`src/rtl/multi_tap_delay.sv`:
```
// Multi-channel, clock-enabled variable delay line with a tap-load
// handshake, fill tracking that masks stale history, and a synchronous flush.
module multi_tap_delay #(
    parameter int WIDTH = 13,
    parameter int DEPTH = 32,
    parameter int NCH   = 2,
    parameter int TAP_W = 5
) (
    input  logic                   clk,
    input  logic                   rst,
    input  logic                   din_valid,
    input  logic [NCH*WIDTH-1:0]   din,
    input  logic                   clear,
    input  logic [TAP_W-1:0]       tap_req,
    input  logic                   tap_load,
    output logic                   tap_ack,
    output logic                   tap_err,
    output logic [TAP_W-1:0]       tap_active,
    output logic [NCH*WIDTH-1:0]   dout,
    output logic                   dout_valid,
    output logic [TAP_W:0]         fill
);

    localparam logic [TAP_W:0]   DEPTH_F = (TAP_W+1)'(DEPTH);
    localparam logic [TAP_W:0]   ONE_F   = (TAP_W+1)'(1);
    localparam logic [TAP_W-1:0] MAX_TAP = TAP_W'(DEPTH - 1);

    // Sample history is deliberately reset-free so it can live in shift-register
    // primitives; fill tracking guarantees none of it is flagged before it is written.
`ifdef SIMULATION
    (* shreg_extract = "yes" *) logic [WIDTH-1:0] line_q [NCH][DEPTH] = '{default: '0};
`else
    (* shreg_extract = "yes" *) logic [WIDTH-1:0] line_q [NCH][DEPTH];
`endif

    (* shreg_extract = "no" *) logic [NCH*WIDTH-1:0] dout_q;
    logic [NCH*WIDTH-1:0] dout_d;
    logic                 dout_valid_q, dout_valid_d;
    logic [TAP_W:0]       fill_q, fill_d;
    logic [TAP_W-1:0]     tap_q, tap_d;
    logic                 ack_q, ack_d;
    logic                 err_q, err_d;

    // Shift every channel's history by one slot on each accepted sample.
    always_ff @(posedge clk) begin
        if (din_valid) begin
            for (int c = 0; c < NCH; c++) begin
                line_q[c][0] <= din[c*WIDTH +: WIDTH];
                for (int n = 1; n < DEPTH; n++) begin
                    line_q[c][n] <= line_q[c][n-1];
                end
            end
        end
    end

    // Read the selected tap before the shift, and qualify it against the fill level.
    always_comb begin
        dout_d       = dout_q;
        dout_valid_d = 1'b0;
        fill_d       = fill_q;
        if (clear) begin
            dout_d = '0;
            fill_d = '0;
        end else if (din_valid) begin
            for (int c = 0; c < NCH; c++) begin
                dout_d[c*WIDTH +: WIDTH] = line_q[c][tap_q];
            end
            dout_valid_d = (fill_q >= ({1'b0, tap_q} + ONE_F));
            fill_d       = (fill_q == DEPTH_F) ? fill_q : fill_q + ONE_F;
        end
    end

    // Tap handshake: clamp out-of-range requests and acknowledge every load.
    always_comb begin
        tap_d = tap_q;
        ack_d = 1'b0;
        err_d = 1'b0;
        if (tap_load) begin
            ack_d = 1'b1;
            if ({1'b0, tap_req} >= DEPTH_F) begin
                err_d = 1'b1;
                tap_d = MAX_TAP;
            end else begin
                tap_d = tap_req;
            end
        end
    end

    // Output, fill and tap registers with asynchronous reset.
    always_ff @(posedge clk or posedge rst) begin
        if (rst) begin
            dout_q       <= '0;
            dout_valid_q <= 1'b0;
            fill_q       <= '0;
            tap_q        <= '0;
            ack_q        <= 1'b0;
            err_q        <= 1'b0;
        end else begin
            dout_q       <= dout_d;
            dout_valid_q <= dout_valid_d;
            fill_q       <= fill_d;
            tap_q        <= tap_d;
            ack_q        <= ack_d;
            err_q        <= err_d;
        end
    end

    assign dout       = dout_q;
    assign dout_valid = dout_valid_q;
    assign fill       = fill_q;
    assign tap_active = tap_q;
    assign tap_ack    = ack_q;
    assign tap_err    = err_q;

endmodule

```
`config.mk`:
```
export PLATFORM = sky130hd
export DESIGN_NAME = multi_tap_delay
export DESIGN_NICKNAME = d
export VERILOG_FILES = /design/src/rtl/multi_tap_delay.sv
export SDC_FILE = /design/constraint.sdc
export NUM_CORES = 1
export LEC_CHECK = 0
export CAP_MARGIN = 5
export CORE_UTILIZATION = 64
export CTS_BUF_LIST = sky130_fd_sc_hd__clkbuf_8
export CTS_CLUSTER_DIAMETER = 30
export DETAILED_ROUTE_END_ITERATION = 6
export GPL_TIMING_DRIVEN = 0
export HOLD_SLACK_MARGIN = 0.02
export PLACE_DENSITY = 0.82
export SYNTH_ARGS = -nofsm -noshare
export SYNTH_HDL_FRONTEND = slang
export SYNTH_SLANG_ARGS = --single-unit
```
`constraint.sdc`:
```
create_clock -name clk -period 3.4 [get_ports clk]
set_clock_uncertainty 0.05 [all_clocks]
set_input_delay 0.68 -clock clk [delete_from_list [all_inputs] [get_ports clk]]
set_output_delay 0.68 -clock clk [all_outputs]
set_load 0.01 [all_outputs]
```
==> impl_metrics.tcl <==
set metrics [dict create \
    nFillCells 2761 \
    die_w_um 232.1 \
    fin_crit_sh_pct 94.18 \
    hold_ws_ps 115.9 \
    syn_area_um2 33890 \
    grt_pass1_vias 18345 \
    clk_pin_slew_worst_paths_ps 60 \
    power_density_nw_per_um2 627.0 \
    fp.dieH_um 232.1 \
    cp_slowest_cell "dfrtp_1" \
    drive_above_1_share_pct 20.52 \
    crit_family "buffers and inverters" \
    syn-num-nets 1790 \
    ir_worst_vdd_mv 0.4255 \
    grt-ovfl-total 0 \
    min_period_ps 3202 \
    fmax_mhz 312.3 \
    synth_area_leaders "edfxtp_1 74%, mux4_2 7.6%, mux2i_1 5.9%, dfrtp_1 2.9%, nor2_1 1.1%" \
    power.total_mw 24.29 \
    cts.sinks 871 \
    rows 83 \
    clk_latency_ps 800 \
    maxSlewViolCount 0 \
    cp.required_ps 3960 \
    synth_common_cells "832 x edfxtp_1, 201 x mux2i_1, 114 x mux4_2, 96 x nor2_1, 73 x nand2_1" \
    dr.pass1.iters 6 \
    place_congestion 0.9234 \
    path_max_fanout 10 \
    crit_chain "buf_4 > buf_2 > buf_2 > buf_2 > nand3_1 > or2_2 > ha_1 > and2_1 > o21ai_0 > o21ai_0" \
    design_area_um2 38740 \
    area_delta_synth_final_pct 14.31 \
    hold_path_class "in -> async" \
    via_per_inst 6.522 \
    tightest_slew_ps 900.5 \
    drt.antenna.violating_nets 0 \
    ios 76 \
    cts_buffer_depth 3 \
    grt_max_degree 144 \
    slew_headroom_pct 38.41 \
    async_flop_share_pct 4.478 \
    ys_types 54 \
    finalSetupViolations 0 \
    crit_arrival_ps 3760 \
    seq_area_frac_synth_pct 76.59 \
    wire_per_inst_um 26.44 \
    critPathLaunchType "flop" \
    drc 0 \
    dominantRegCellSynth "edfxtp_1" \
    setup-tns-final_ps 0 \
    synth_top_area_share_pct 73.71 \
    postPlaceCellArea_um2 35670 \
    core_area_um2 51820 \
    wl_um 73160 \
    hold_viol 0 \
    critPathMaxStageDelay_ps 490 \
    multi_input_area_um2 7391 \
    dp.cells 2505 \
    die_area_um2 53880 \
    synth_edf_count 832 \
    regToRegSetupSlack_ps 200 \
    r2r_end "dout_valid" \
    yosys.area.top_type "edfxtp_1" \
    crit_path_frequent_cell "buf_2" \
    grt_pass1_wl_um 110000 \
    cts_tree "built" \
    avgSynthCellArea_um2 19.42 \
    post_layout_nonfiller_instances 2767 \
    critPathKind "reg -> reg" \
    drt_iter0_markers 2650 \
    crit_buf_inv 4 \
    io_buffers 73 \
    antenna_found_initial 1 \
    leakage_nw 13.68 \
    dp_hpwl_um 45900 \
    end_kind "flop" \
    cts_buffers 149 \
    synth_most_common_cell "edfxtp_1" \
    rr_startpoint "tap_active[1]" \
    grtUsageTotal_pct 28.05 \
    initial_core_util_pct 65.41 \
    r2r_cells 10 \
    seqCellArea_um2 25960 \
    vias 18046 \
    status "complete, no violations" \
    yosysWarnings 0 \
    synthCells 1745 \
    ctsRootBufferMaster "clkbuf_8" \
    rsz0062_at_grt "no" \
    cp.depth 10 \
    cts_max_level 4 \
    drv_cap 0 \
    ys_ff_latch 871 \
    nets 2022 \
]
## flip-flops by register name, indices dropped and copies added (netlist names)
register    cells
tap_ack         1
dout_valid      1
fill            6
line_q        832
dout           26
tap_active      5
## layout make-up
type,instances,share of cell area (%)
flip-flops and latches,871,67.00
multi-input cells,771,19.08
clock buffers,159,5.648
repair buffers,83,2.629
well taps,680,2.196
clock inverters,101,1.776
plain buffers,96,1.615
inverters,5,0.04844
diodes,1,0.006459
## where the power goes
group          internal [mW]  total [mW]  switching [mW]
Sequential              12.5        12.9           0.399
Combinational          0.953        2.26            1.30
Clock                   5.00        9.14            4.14
Total                   18.5        24.3            5.84
## per-stage QoR
step	utilization, %	worst slack, ps
floorplan	-	947.1
global placement	68.46	-24670
detailed placement	68.82	-1858
CTS	74.69	27.97
global route	74.76	40.44
finish	74.76	197.9
## how the worst max path moves through the flow
stage / start / endpoint / slack, ps
floorplan: tap_active[1] / dout_valid / 950
global placement: din_valid / dout[14] / -24670
detailed placement: din_valid / dout[10] / -1860
CTS: din_valid / dout[12] / 30
global route: tap_active[1] / dout_valid / 40
finish: tap_active[1] / dout_valid / 200
## layout by cell type, fill, tap and decap left out, types with 6 or more instances in the layout
cell type          n
a2111oi_0          8
a22oi_1           13
o211ai_1          17
clkinvlp_4         8
nor4_1            18
nand2_1           73
nand3_1           20
a211o_1            6
mux2i_1          201
ha_1               9
a2111oi_2          8
nand4_1           10
bufinv_16          9
mux4_2           114
clkdlybuf4s50_1   72
a2111oi_1         17
buf_4             13
dfrtp_1           39
o21ai_0           25
a31oi_1           14
a21oi_1           23
clkinv_2          22
clkinv_1          22
buf_2             29
clkbuf_1          27
nor2_1            96
inv_1             40
buf_6             16
edfxtp_1         832
buf_1              7
buf_16             6
o22ai_1           38
clkbuf_8         159
mux2_2            18
## metal layers
metal	share of wire (%)	vias up	GRT usage (%)
li1	-	7587	-
met1	40	9101	41.04
met2	46	1195	40.37
met3	11	163	7.306
met4	3.0	0	12.40
met5	0	-	0
## logic make-up after synthesis
group / count (synthesis) / synth area share [%]
adders and majority gates: 9 / 0.3322
and+or+nand+nor: 244 / 3.260
xor gates and xnor gates: 5 / 0.1292
AOI/OAI and AO/OA: 179 / 3.644
buffers and inverters: 103 / 1.923
DFF: 871 / 76.59
muxes: 333 / 14.11
other: 1 / 0.01106
## worst reg2reg max path: cells and delay by family, from the launching register on
kind / cells / cell delay [ps]
buffers and inverters: 4 / 1350
AND/OR/NAND/NOR: 3 / 560
flip-flops: 1 / 490
AO/OA/AOI/OAI: 2 / 290
adder cells (fa/ha/maj): 1 / 290
## timing repair
| action | CTS | global route |
|---|---|---|
| gates resized for setup | 22 | 5 |
| cloned | 3 | 0 |
| hold buffers | 0 | 0 |
| endpoints found under the setup margin | 30 | 24 |
| setup buffers | 0 | 0 |
No activity file was read; power rests on OpenSTA's default activity.
